**config.mk**
```make
export PLATFORM = sky130hd
export DESIGN_NAME = fp_addsub_arbiter
export DESIGN_NICKNAME = d
export VERILOG_FILES = /design/src/rtl/fp_addsub_arbiter.sv
export SDC_FILE = /design/constraint.sdc
export NUM_CORES = 1
export LEC_CHECK = 0
export BUFFER_PORTS_ARGS = -buffer_cell sky130_fd_sc_hd__buf_2
export CORE_AREA = 2 2 105 107
export CTS_CLUSTER_SIZE = 10
export DETAILED_ROUTE_END_ITERATION = 8
export DIE_AREA = 0 0 107 109
export PLACE_DENSITY = 0.9
export SETUP_SLACK_MARGIN = 0.3
export SYNTH_ARGS = -nofsm -noshare
export SYNTH_HDL_FRONTEND = slang
export SYNTH_SLANG_ARGS = --single-unit
export TNS_END_PERCENT = 30
```
**constraint.sdc**
```tcl
create_clock -name clk -period 6.6 [get_ports clk]
set_input_delay 0.66 -clock clk [delete_from_list [all_inputs] [get_ports clk]]
set_output_delay 0.66 -clock clk [all_outputs]
set_load 0.05 [all_outputs]
```
**src/rtl/fp_addsub_arbiter.sv**
```systemverilog
// fp_addsub_arbiter: round-robin sharing of one registered
// single-precision add/sub unit, one operation in flight.
module fp_addsub_arbiter #(
    parameter int NUM_REQ = 2,
    parameter int FPU_LAT = 1,
    parameter int IDW     = $clog2(NUM_REQ)
) (
    input  logic                 clk,
    input  logic                 reset,
    input  logic [NUM_REQ-1:0]   req_valid,
    output logic [NUM_REQ-1:0]   req_ready,
    input  logic [32*NUM_REQ-1:0] req_a,
    input  logic [32*NUM_REQ-1:0] req_b,
    input  logic [2*NUM_REQ-1:0] req_op,
    output logic [NUM_REQ-1:0]   resp_valid,
    input  logic [NUM_REQ-1:0]   resp_ready,
    output logic [31:0]          resp_result,
    output logic [31:0]          fpu_a,
    output logic [31:0]          fpu_b,
    output logic [1:0]           fpu_op,
    input  logic [31:0]          fpu_result,
    output logic                 busy,
    output logic [IDW-1:0]       grant_id
);

    typedef enum logic [1:0] {IDLE, EXEC, RESP} state_t;

    state_t         state;
    state_t         state_nx;
    logic [IDW-1:0] rr_ptr;
    logic [IDW-1:0] winner;
    logic [IDW-1:0] ptr_nx;
    logic           found;
    logic           resp_fire;
    logic [31:0]    sel_a;
    logic [31:0]    sel_b;
    logic           sel_op;
    logic [3:0]     wait_cnt;

    // Round-robin search: rr_ptr upward first, then wrap to 0
    always_comb begin
        winner = '0;
        found  = 1'b0;
        for (int i = 0; i < NUM_REQ; i++) begin
            if (!found && req_valid[i] && IDW'(i) >= rr_ptr) begin
                found  = 1'b1;
                winner = IDW'(i);
            end
        end
        for (int i = 0; i < NUM_REQ; i++) begin
            if (!found && req_valid[i]) begin
                found  = 1'b1;
                winner = IDW'(i);
            end
        end
    end

    // Operand mux for the winning requester; only op bit 0 is used
    always_comb begin
        sel_a  = '0;
        sel_b  = '0;
        sel_op = 1'b0;
        for (int i = 0; i < NUM_REQ; i++) begin
            if (IDW'(i) == winner) begin
                sel_a  = req_a[i*32 +: 32];
                sel_b  = req_b[i*32 +: 32];
                sel_op = req_op[i*2];
            end
        end
    end

    assign ptr_nx = (grant_id == IDW'(NUM_REQ - 1)) ? '0
                                                    : grant_id + IDW'(1);
    assign busy   = (state != IDLE);

    // Next state plus the combinational ready/valid handshake bits
    always_comb begin
        state_nx   = state;
        req_ready  = '0;
        resp_valid = '0;
        resp_fire  = 1'b0;
        unique case (state)
            IDLE: begin
                if (found) begin
                    state_nx = EXEC;
                    for (int i = 0; i < NUM_REQ; i++)
                        if (IDW'(i) == winner) req_ready[i] = 1'b1;
                end
            end
            EXEC: begin
                if (wait_cnt == 4'd0) state_nx = RESP;
            end
            RESP: begin
                for (int i = 0; i < NUM_REQ; i++) begin
                    if (IDW'(i) == grant_id) begin
                        resp_valid[i] = 1'b1;
                        resp_fire     = resp_ready[i];
                    end
                end
                if (resp_fire) state_nx = IDLE;
            end
            default: state_nx = IDLE;
        endcase
    end

    // State register
    always_ff @(posedge clk or posedge reset) begin
        if (reset) state <= IDLE;
        else       state <= state_nx;
    end

    // Operand capture, latency countdown, result capture, pointer advance
    always_ff @(posedge clk or posedge reset) begin
        if (reset) begin
            rr_ptr      <= '0;
            grant_id    <= '0;
            fpu_a       <= '0;
            fpu_b       <= '0;
            fpu_op      <= '0;
            resp_result <= '0;
            wait_cnt    <= '0;
        end else begin
            unique case (state)
                IDLE: begin
                    if (found) begin
                        fpu_a    <= sel_a;
                        fpu_b    <= sel_b;
                        fpu_op   <= {1'b0, sel_op};
                        grant_id <= winner;
                        wait_cnt <= 4'(FPU_LAT);
                    end
                end
                EXEC: begin
                    if (wait_cnt != 4'd0) wait_cnt <= wait_cnt - 4'd1;
                    else                  resp_result <= fpu_result;
                end
                RESP: begin
                    if (resp_fire) rr_ptr <= ptr_nx;
                end
                default: ;
            endcase
        end
    end

endmodule

```
* After elaboration in Yosys (flattened, before gate mapping)
Cells that the tools add are included.
Cells by class: add/sub/neg operators 2, $mul 0, div/mod/pow operators 0, order comparisons 2, equality and inequality tests 6, shifts and indexed selects 0, mux-type cells 28, bitwise gates (word level) 1, reductions and logical operators 18
Operators by type and width (count):
- 32-bit 2-to-1 mux | 2
- 1-bit 2-to-1 mux | 16
- 2-bit 2-to-1 mux | 6
- 4-bit 2-to-1 mux | 2
- 4-bit case mux with 2 select lines | 1
- 2-bit inequality test, second input constant | 3
- 2-bit case mux with 3 select lines | 1
- 2-bit AND reduction | 3
- 3-bit AND reduction | 2
- 1-bit logical AND | 5
- 4-bit zero test | 1
- 2-bit nonzero test | 2
- 4-bit nonzero test | 1
- 4-bit by 1-bit subtractor with 4-bit output, second input constant | 1
- 1-bit zero test | 3
- 2-bit by 1-bit equality test with 1-bit output, second input constant | 1
- 2-bit equality test, second input constant | 1
- 1-bit >= comparator, first input constant | 2
- 2-bit zero test | 1
- 2-bit by 1-bit inequality test with 1-bit output, second input constant | 1
- 1-bit adder, second input constant | 1
- 1-bit inverter | 1
Word-level totals: register bits 105, latch bits 0, memory bits (writable) 0, bits in read-only memories 0, input port bits 170, output and inout bits 104, logic and storage cells 65, memories kept 0

* Logic depth before layout (Yosys ltp)
Gate-level depths: netlist of run 1.
depth in word-level cells 16, depth in mapped cells 6, depth with buffers taken out 5

* Worst setup path before layout of run 1
OpenSTA, ideal clock, no wires.
path type in2out, start input req_valid[1], end output req_ready[0], data arrival time 1517 ps, required time 5940 ps, path slack 4423 ps, cell stages on the path 3, buffers on the path 1, cell sequence nand2_1 -> and3_4 -> clkbuf_1
Between the ends: cells in the longest elaborated chain, start to end 12, elaborated cells between the ends (all ways) 15, classes of those cells 9 x mux; 6 x reduce/logical
RTL lines:
- start: declaration | line 10 | input logic [NUM_REQ-1:0] req_valid,
- 1-bit logical AND (2 in a row) | line 45 | if (!found && req_valid[i] && IDW'(i) >= rr_ptr) begin
- 1-bit 2-to-1 mux | line 45
- 1-bit zero test | line 51 | if (!found && req_valid[i]) begin
- 1-bit logical AND | line 51
- 1-bit 2-to-1 mux | line 51
- 1-bit zero test | line 51
- 1-bit logical AND | line 51
- 1-bit 2-to-1 mux | line 51
- 1-bit 2-to-1 mux | line 87 | if (IDW'(i) == winner) req_ready[i] = 1'b1;
- 2-bit 2-to-1 mux (*) | line 84 | if (found) begin
- 2-bit 2-to-1 mux (*) | line 82 | unique case (state)
- end: declaration | line 11 | output logic [NUM_REQ-1:0] req_ready,
Every way passes the cells marked *; elsewhere a longest branch is shown, timed or not.

* Worst setup path in the final report of run 1
start register state[1], end output req_ready[0]
Between the ends: cells in the longest elaborated chain, start to end 2
RTL lines:
- start: declaration | line 28 | state_t state;
- start signal: assignment | line 109 | else state <= state_nx;
- 2-bit zero test | line 82
- 2-bit 2-to-1 mux | line 82
No other way between the ends.

==> impl_metrics.py, run 1 <==
metrics = {
    "global_route": {
        "grt_usage": 0.215,
        "grt_pass1_vias": 4007,
        "global_route.usage.met3": 0.0418,
        "grt.overflow.total": 0,
        "grt_max_degree": 70,
        "met2_usage": 0.379,
        "antenna_found_initial": 1,
        "met1_usage": 0.254,
        "top_usage_layer": "met2",
        "grt_pass1_wl_um": 19600,
    },
    "synth": {
        "synthMuxAreaShare": 0.0828,
        "yosys_register_bits": 105,
        "avgSynthCellArea_um2": 13.3,
        "async_flop_share": 1.00,
        "syn_inst": 345,
        "yosys.area_share.simple": 0.0283,
        "synthDistinctLibCells": 32,
        "synth_compound_area_frac": 0.265,
        "yosysSeqAreaShare": 0.572,
        "syn_area_um2": 4590,
        "synth_top_family_by_area": "compound AO/OA/AOI/OAI gates",
        "synth_fa_ha_area_frac": 0.00545,
        "synth_warnings": 0,
        "synth_xor_area_frac": 0,
        "synth_edf_count": 0,
        "synth_fp_nets": 517,
        "synth_ff_type": "dfrtp_1",
    },
    "place": {
        "post-dp-hpwl_um": 9030,
        "portBuffers": 270,
        "routabilityCongestion": 0.746,
    },
    "finish": {
        "syn_to_final_growth_pct": 34.1,
        "layout-drive-gt1-share": 0.545,
        "fillers": 873,
        "final_cell_mix": "buf_2, dfrtp_1, a21boi_0, a221o_1, mux2_2",
        "multi_input_area_um2": 1760,
        "final_util": 0.581,
        "layout_commonest_cell": "buf_2",
        "nets": 769,
        "seqCellArea_um2": 2630,
    },
    "floorplan": {
        "rows": 38,
        "core_area_um2": 10600,
        "die_h_um": 109,
        "fp.dieW_um": 107,
        "io_pins": 274,
        "dieArea_um2": 11700,
        "start_util": 0.433,
    },
    "setup_path": {
        "worstPathRequired_ps": 5940,
        "crit_chain": "nor2_4 -> and3_4 -> buf_2",
        "path_max_fanout": 66,
        "path_delay_family": "simple AND/OR/NAND/NOR gates",
        "crit_path_end_kind": "output pin",
        "slowest_delay_ps": 720,
        "critPathSlowestCell": "and3_4",
        "crit_type": "flip-flop to output pin",
        "worstSetupStartpointType": "flip-flop",
        "critPathArrivalTime_ps": 2110,
        "path_buf_inv": 1,
    },
    "clocking": {
        "cts_made_buffers": 9,
        "path_clk_slew_ps": 100,
        "clockBufferDepth": 2,
        "postCtsHoldBufs": 0,
        "post-cts-setup-buffers": 0,
        "cts.sinks": 105,
        "ctsHtreeMaxLevel": 3,
        "insertion_delay_ps": 370,
        "cts_tree": "done",
        "cts_root_buf": "clkbuf_8",
        "cts_resized": 0,
    },
    "worst_hold_path": {
        "min_path_type": "input pin to asynchronous set/reset pin",
    },
    "timing": {
        "rsz0062_at_grt": "no",
        "hold_viol": 0,
        "post-route-period-util": 0.419,
        "fin_hold_ws_ps": 364,
        "fin_tns_setup_ps": 0,
        "setup_viol": 0,
        "max_freq_mhz": 361,
        "finClkSkew_ps": 17.2,
        "max_slew_margin": 0.245,
        "worst_pin_slew_ps": 1130,
        "fin_crit_ps": 2770,
        "maxSlewViolCount": 0,
    },
    "routing": {
        "drtIter0Drc": 317,
        "firstDrtPassIters": 4,
        "postRouteAntennaNets": 0,
        "drt-total-wl_um": 13000,
        "route.detailed.drc": 0,
        "wl_per_cell_um": 17.5,
        "drt-vias-per-instance": 5.48,
        "vias": 4068,
    },
    "pwr": {
        "p_leak_nw": 3.13,
        "ir_drop_v": 0.000368,
        "powerDensity_nw_per_um2": 611,
    },
    "job": {
        "cap_violations": 0,
    },
    "run_status": {
        "status": "finished, final reports clean",
    },
}
cells in the mapped netlist, types with 3 or more instances:
cell / number / area, µm²
dfrtp_1: 105 / 2630
a21boi_0: 66 / 495
a221o_1: 65 / 651
mux2_2: 32 / 360
clkbuf_1: 15 / 56.3
buf_2: 8 / 40.0
inv_1: 6 / 22.5
o21ai_0: 6 / 30.0
buf_6: 5 / 56.3
buf_4: 4 / 30.0
nand2_1: 4 / 15.0
nor3_1: 3 / 15.0
state kept, by name (all words and copies together) (netlist names):
signal	cells
rr_ptr	1
grant_id	1
fpu_op	1
wait_cnt	4
fpu_a	32
fpu_b	32
state	2
resp_result	32
logic make-up after synthesis:
| kind of cell | Yosys count |
|---|---|
| DFF | 105 |
| AOI/OAI and AO/OA | 143 |
| adders and majority gates | 2 |
| muxes | 34 |
| and+or+nand+nor | 21 |
| buffers and inverters | 39 |
| other | 1 |
report_power, final:
group          leakage, nW  total [mW]  internal, mW  switching [mW]
Combinational         1.75        2.25         0.651            1.60
Clock               0.0984       0.385         0.168           0.217
Sequential            1.27        1.12         0.956           0.169
area by class of cell:
type                       count  area share
multi-input combinational    201       0.285
antenna                        1    0.000406
inverter                       6     0.00406
tap                          140      0.0284
sequential                   105       0.427
timing repair buffer         274       0.224
clock buffer                  12      0.0268
clock inverter                 4     0.00427
metal layers:
| metal | up-vias | wire length, µm |
|---|---|---|
| met1 | 2007 | 5020 |
| met4 | 0 | 280 |
| met2 | 209 | 6830 |
| met5 | - | 0 |
| met3 | 21 | 898 |
| li1 | 1831 | - |
final timing paths:
| check | startpoint | endpoint | slack (ps) | depth (start not counted) |
|---|---|---|---|---|
| max | state[1] | req_ready[0] | 3830 | 3 |
| min | reset | fpu_b[13] | 360 | 2 |
| max reg2reg | state[1] | fpu_b[19] | 4150 | 5 |
| min reg2reg | resp_result[9] | resp_result[9] | 510 | 1 |
| max in group asynchronous | reset | fpu_a[18] | 5100 | 3 |
| min in group clk | resp_result[9] | resp_result[9] | 510 | 1 |
stage by stage:
stage | power [mW] | setup slack [ps] | instances | area (µm²)
final | 3.76 | 3830 | 743 | 6160
after global routing | 3.94 | 3730 | 743 | 6160
after CTS | 3.78 | 3820 | 742 | 6160
after detailed placement | 3.39 | 4020 | 726 | 5970
after global placement | 3.31 | 4070 | 726 | 5970
after floorplan | 2.86 | 3180 | 345 | 4590
Power figures use the tool's default switching activity.
==> inputs of run 2 (changes only) <==
--- a/config.mk
+++ b/config.mk
@@ -5,12 +5,13 @@
 export SDC_FILE = /design/constraint.sdc
 export NUM_CORES = 1
 export LEC_CHECK = 0
+export ABC_AREA = 1
 export BUFFER_PORTS_ARGS = -buffer_cell sky130_fd_sc_hd__buf_2
-export CORE_AREA = 2 2 105 107
+export CORE_AREA = 2 2 106 108
 export CTS_CLUSTER_SIZE = 10
 export DETAILED_ROUTE_END_ITERATION = 8
-export DIE_AREA = 0 0 107 109
-export PLACE_DENSITY = 0.9
+export DIE_AREA = 0 0 108 110
+export PLACE_DENSITY = 0.88
 export SETUP_SLACK_MARGIN = 0.3
 export SYNTH_ARGS = -nofsm -noshare
 export SYNTH_HDL_FRONTEND = slang
==> constraint.sdc (replaced) <==
create_clock -name clk -period 2.7 [get_ports clk]
set_input_delay 0.27 -clock clk [delete_from_list [all_inputs] [get_ports clk]]
set_output_delay 0.27 -clock clk [all_outputs]
set_load 0.05 [all_outputs]
==> run 2 against run 1 <==
Net effect: global-route usage decreased by 0.54 points; sequential share of layout area decreased by 0.19 points; cell count increased by 28%; register-to-register slack got worse by 3200 ps; synthesized area decreased by 0.93%; critical path depth increased by 3; clock skew decreased by 9.8 ps; wire length decreased by 3.6%; via count increased by 8.4%; synthesized cell count increased by 58%; count of clock-buffer cells in the layout unchanged; largest power group unchanged.
==> impl_metrics.py, run 2 <==
metrics = {
    "routing": {
        "wl_per_cell_um": 13.2,
        "drt-total-wl_um": 12600,
        "firstDrtPassIters": 5,
        "drtIter0Drc": 257,
        "route.detailed.drc": 0,
        "postRouteAntennaNets": 0,
        "vias": 4411,
        "drt-vias-per-instance": 4.65,
    },
    "synth": {
        "yosys_register_bits": 105,
        "async_flop_share": 1.00,
        "avgSynthCellArea_um2": 8.33,
        "synth_ff_type": "dfrtp_1",
        "yosys-top-cells-area": "dfrtp_1, nand2_1, nand3_1",
        "syn_area_um2": 4550,
        "synthDistinctLibCells": 24,
        "synthTopCellsByCount": "nand2_1, dfrtp_1, nand3_1, inv_1, o21ai_1",
        "synth_edf_count": 0,
        "yosysMostFrequentCell": "nand2_1",
        "syn_inst": 546,
        "synth_fp_nets": 718,
        "synth_top_area_frac": 0.577,
        "yosysSeqAreaShare": 0.577,
        "synth_warnings": 0,
        "synth_top_area_cell": "dfrtp_1",
    },
    "global_route": {
        "grt.overflow.total": 0,
        "grt_max_degree": 68,
        "grt_pass1_wl_um": 19300,
        "antenna_found_initial": 1,
        "grt_usage": 0.209,
        "grt_pass1_vias": 4194,
    },
    "finish": {
        "layout_commonest_cell": "buf_2",
        "final_cell_mix": "buf_2, nand2_1, dfrtp_1, nand3_1, inv_1",
        "final_util": 0.578,
        "nets": 977,
        "syn_to_final_growth_pct": 36.0,
        "layout-drive-gt1-share": 0.375,
        "reg_top3": "fpu_a: 32 flops, fpu_b: 32 flops, resp_result: 32 flops",
    },
    "pwr": {
        "p_leak_nw": 3.54,
        "ir_drop_v": 0.00108,
        "powerDensity_nw_per_um2": 1500,
    },
    "place": {
        "portBuffers": 270,
        "dpl_worst_slack_ps": 907,
        "post-dp-hpwl_um": 9300,
        "routabilityCongestion": 0.781,
    },
    "setup_path": {
        "critPathArrivalTime_ps": 1880,
        "worstSetupStartpointType": "flip-flop",
        "crit_path_end_kind": "output pin",
        "path_max_fanout": 22,
        "crit_type": "flip-flop to output pin",
        "worstPathRequired_ps": 2430,
    },
    "run_status": {
        "status": "finished, final reports clean",
    },
    "floorplan": {
        "start_util": 0.425,
        "core_area_um2": 10700,
        "fp.dieW_um": 108,
        "die_h_um": 110,
        "dieArea_um2": 11900,
        "rows": 38,
        "io_pins": 274,
    },
    "clocking": {
        "cts_root_buf": "clkbuf_8",
        "cts_tree": "done",
        "post-cts-setup-buffers": 0,
        "insertion_delay_ps": 350,
        "clockBufferDepth": 2,
        "cts.sinks": 105,
        "path_clk_slew_ps": 90,
        "ctsHtreeMaxLevel": 3,
        "cts_made_buffers": 9,
        "postCtsHoldBufs": 0,
        "cts_resized": 0,
    },
    "timing": {
        "fin_crit_ps": 2150,
        "max_freq_mhz": 465,
        "fin_hold_ws_ps": 27.5,
        "maxSlewViolCount": 0,
        "setup_ws_ps": 549,
        "worst_pin_slew_ps": 723,
        "hold_viol": 0,
        "setup_viol": 0,
        "max_slew_margin": 0.517,
        "finClkSkew_ps": 7.40,
        "rsz0062_at_grt": "no",
        "fin_tns_setup_ps": 0,
        "post-route-period-util": 0.797,
    },
    "job": {
        "cap_violations": 0,
    },
    "worst_hold_path": {
        "min_path_type": "input pin to asynchronous set/reset pin",
    },
}
run 2: cell count changes after synthesis, sizes merged, moves of 33 or more:
| cell | previous run | this run |
|---|---|---|
| a21boi | 66 | 0 |
| a221o | 65 | 0 |
| inv | 6 | 44 |
| nand2 | 4 | 239 |
| nand3 | 0 | 68 |
| o21ai | 6 | 39 |
run 2: final timing paths:
check | start | to | slack (ps) | cells after the start
hold reg to reg | resp_result[13] | resp_result[13] | 490 | 2
hold / removal | reset | resp_result[10] | 30 | 2
setup / recovery | state[1] | req_ready[0] | 550 | 6
setup reg to reg | state[1] | fpu_a[11] | 990 | 8
min in group clk | req_a[29] | fpu_a[29] | 110 | 3
max in group asynchronous | reset | fpu_b[9] | 1920 | 3
run 2: through the flow:
| stage | std cells | cell area, µm² | power (mW) |
|---|---|---|---|
| after floorplan | 546 | 4550 | 7.07 |
| after global placement | 934 | 6010 | 8.32 |
| after detailed placement | 934 | 6010 | 8.46 |
| after CTS | 948 | 6180 | 9.36 |
| after global routing | 948 | 6180 | 9.90 |
| final | 949 | 6190 | 9.27 |
run 2: power by group:
| group | internal, mW | switching (mW) |
|---|---|---|
| registers | 2.36 | 0.416 |
| clock network | 0.377 | 0.500 |
| logic | 1.31 | 4.30 |
run 2: layout make-up:
type                       count  area (µm²)
antenna                        1        2.50
clock buffer                  12         155
clock inverter                 2        15.0
fill                         953        4510
inverter                      44         169
multi-input combinational    368        1590
sequential                   105        2630
tap                          140         175
timing repair buffer         277        1450
run 2: kinds of logic after synthesis:
logic type,synth area share
AOI/OAI and AO/OA,0.0478
xor gates and xnor gates,0.00193
adders and majority gates,0.00550
buffers and inverters,0.0770
DFF,0.577
other,0.000824
and+or+nand+nor,0.290
run 2: critical path, stage by stage (launching register included):
cell and delay [ps]:
dfrtp_1 430, inv_2 80, nand2_2 80, nor2_1 130, nand2_1 80, inv_2 370, buf_2 350
run 2: layer usage:
metal  global-route usage  up-vias  part of all wire
met3               0.0406       14             0.070
li1                     -     2212                 -
met5                    0        -                 0
met4               0.0879        0             0.014
met1                0.263     2010              0.42
met2                0.355      175              0.50
==> inputs of run 3 (changes only) <==
--- a/config.mk
+++ b/config.mk
@@ -5,13 +5,12 @@
 export SDC_FILE = /design/constraint.sdc
 export NUM_CORES = 1
 export LEC_CHECK = 0
-export ABC_AREA = 1
+export ABC_AREA = 0
 export BUFFER_PORTS_ARGS = -buffer_cell sky130_fd_sc_hd__buf_2
-export CORE_AREA = 2 2 106 108
+export CORE_UTILIZATION = 39
 export CTS_CLUSTER_SIZE = 10
 export DETAILED_ROUTE_END_ITERATION = 8
-export DIE_AREA = 0 0 108 110
-export PLACE_DENSITY = 0.88
+export PLACE_DENSITY = 0.85
 export SETUP_SLACK_MARGIN = 0.3
 export SYNTH_ARGS = -nofsm -noshare
 export SYNTH_HDL_FRONTEND = slang
==> constraint.sdc (replaced) <==
create_clock -name clk -period 1.9 [get_ports clk]
set_input_delay 0.19 -clock clk [delete_from_list [all_inputs] [get_ports clk]]
set_output_delay 0.19 -clock clk [all_outputs]
set_load 0.05 [all_outputs]
==> run 3 against run 2 <==
Net effect: non-clock buffer count increased by 12; wire length increased by 6.2%; cell count decreased by 20%; critical path depth decreased by 2; critical endpoint is now busy; power increased by 52%; largest cell class unchanged; sequential cell count unchanged; cell area increased by 5.5%; highest routed layer unchanged; register-to-register slack got worse by 670 ps; via count decreased by 6.4%; combinational power increased by 46%.
==> impl_metrics.py, run 3 (synthesized netlist as in run 1, its figures left out) <==
metrics = {
    "clocking": {
        "clockBufferDepth": 2,
        "cts.sinks": 105,
        "ctsHtreeMaxLevel": 3,
        "cts_root_buf": "clkbuf_16",
        "insertion_delay_ps": 330,
        "cts_tree": "done",
        "cts_made_buffers": 9,
        "path_clk_slew_ps": 70,
    },
    "run_status": {
        "status": "finished, final reports clean",
    },
    "pwr": {
        "powerDensity_nw_per_um2": 2160,
        "power_mw": 14.1,
        "ir_drop_v": 0.00124,
        "p_leak_nw": 3.30,
    },
    "timing": {
        "hold_viol": 0,
        "rsz0062_at_grt": "yes",
        "setup_viol": 0,
        "worst_pin_slew_ps": 553,
        "fin_tns_setup_ps": 0,
        "max_freq_mhz": 620,
        "fin_crit_ps": 1610,
        "post-route-period-util": 0.849,
        "max_slew_margin": 0.632,
        "finClkSkew_ps": 7.47,
        "maxSlewViolCount": 0,
    },
    "finish": {
        "layout-drive-gt1-share": 0.564,
        "final_cell_area_um2": 6530,
        "fillers": 924,
        "syn_to_final_growth_pct": 42.1,
        "nets": 784,
        "layout_commonest_cell": "buf_2",
        "multi_input_area_um2": 1790,
        "reg_top3": "fpu_a: 32 flops, fpu_b: 32 flops, resp_result: 32 flops",
        "seqCellArea_um2": 2630,
        "final_cell_mix": "buf_2, dfrtp_1, a21boi_0, a221o_1, mux2_2",
    },
    "global_route": {
        "grt_pass1_wl_um": 21200,
        "antenna_found_initial": 1,
        "grt_usage": 0.216,
        "grt_max_degree": 106,
        "grt_pass1_vias": 4232,
        "grt.overflow.total": 0,
    },
    "floorplan": {
        "rows": 39,
        "io_pins": 274,
        "die_h_um": 111,
        "dieArea_um2": 12200,
        "fp.dieW_um": 111,
        "start_util": 0.401,
        "core_area_um2": 11500,
    },
    "setup_path": {
        "crit_path_end_kind": "output pin",
        "path_max_fanout": 33,
        "worstSetupStartpointType": "flip-flop",
        "critPathArrivalTime_ps": 1420,
        "crit_type": "flip-flop to output pin",
        "worstPathRequired_ps": 1710,
    },
    "place": {
        "post-dp-hpwl_um": 9310,
        "placed_cell_area_um2": 6040,
        "routabilityCongestion": 0.795,
        "portBuffers": 270,
    },
    "routing": {
        "postRouteAntennaNets": 0,
        "route.detailed.drc": 0,
        "firstDrtPassIters": 4,
        "drt-total-wl_um": 13400,
        "drtIter0Drc": 282,
        "drt-vias-per-instance": 5.42,
        "vias": 4127,
        "wl_per_cell_um": 17.5,
    },
    "worst_hold_path": {
        "min_path_type": "input pin to asynchronous set/reset pin",
    },
    "job": {
        "cap_violations": 0,
    },
}
==> run 3: changes by cell type in the layout (fill, tap and decap cells not counted), sizes merged, moves of 10 or more <==
cell    delta
nand2    -235
nand3     -68
a21boi    +66
a221o     +65
inv       -38
o21ai     -33
mux2      +32
nor2      -12
buf       +10
==> run 3: layout make-up <==
cell class	instances	area share
sequential	105	0.403
multi-input combinational	201	0.274
timing repair buffer	289	0.242
clock buffer	11	0.0372
tap	143	0.0274
clock inverter	5	0.0121
inverter	6	0.00403
antenna	1	0.000383
==> run 3: report_power, final <==
part | switching [mW] | internal (mW) | total [mW]
registers | 0.583 | 3.33 | 3.91
clock network | 0.799 | 1.19 | 1.99
logic | 5.66 | 2.54 | 8.20
total | 7.04 | 7.06 | 14.1
==> run 3: metrics by stage <==
stage	utilization	cells	worst slack, ps	hold slack, ps
5_1_grt	0.569	761	238	69.1
6_report	0.569	761	286	5.19
4_1_cts	0.562	754	267	40.2
3_5_place_dp	0.527	735	124	403
2_1_floorplan	-	345	163	335
3_3_place_gp	0.527	735	261	385
==> run 3: routing by layer <==
metal,wire length [µm],vias to the layer above,track usage,share of wire
li1,-,1872,-,-
met1,5510,2020,0.266,0.41
met2,6880,210,0.378,0.52
met3,696,25,0.0373,0.052
met4,265,0,0.0818,0.020
met5,0,-,0,0
==> run 3: worst paths after layout <==
kind,start,to,cells after the start,slack (ps)
setup / recovery,state[0],busy,4,290
hold / removal,reset,fpu_b[1],3,5
setup reg to reg,state[0],fpu_a[0],4,320
hold reg to reg,resp_result[31],resp_result[31],1,500
max in group asynchronous,reset,fpu_a[24],3,1460
min in group clk,req_b[33],fpu_b[1],2,80
==> run 3: repair_timing <==
action	in CTS	in global routing
buffers inserted	2	5
pin swaps	1	2
gates resized for setup	12	5
cloned	1	1
hold buffers	0	0
endpoints found under the setup margin	36	51
==> run 3: worst max-delay path: stages, from the launching register on <==
cell     delay [ps]
dfrtp_1         450
nor2_4          190
buf_12          190
inv_1            50
buf_2           200
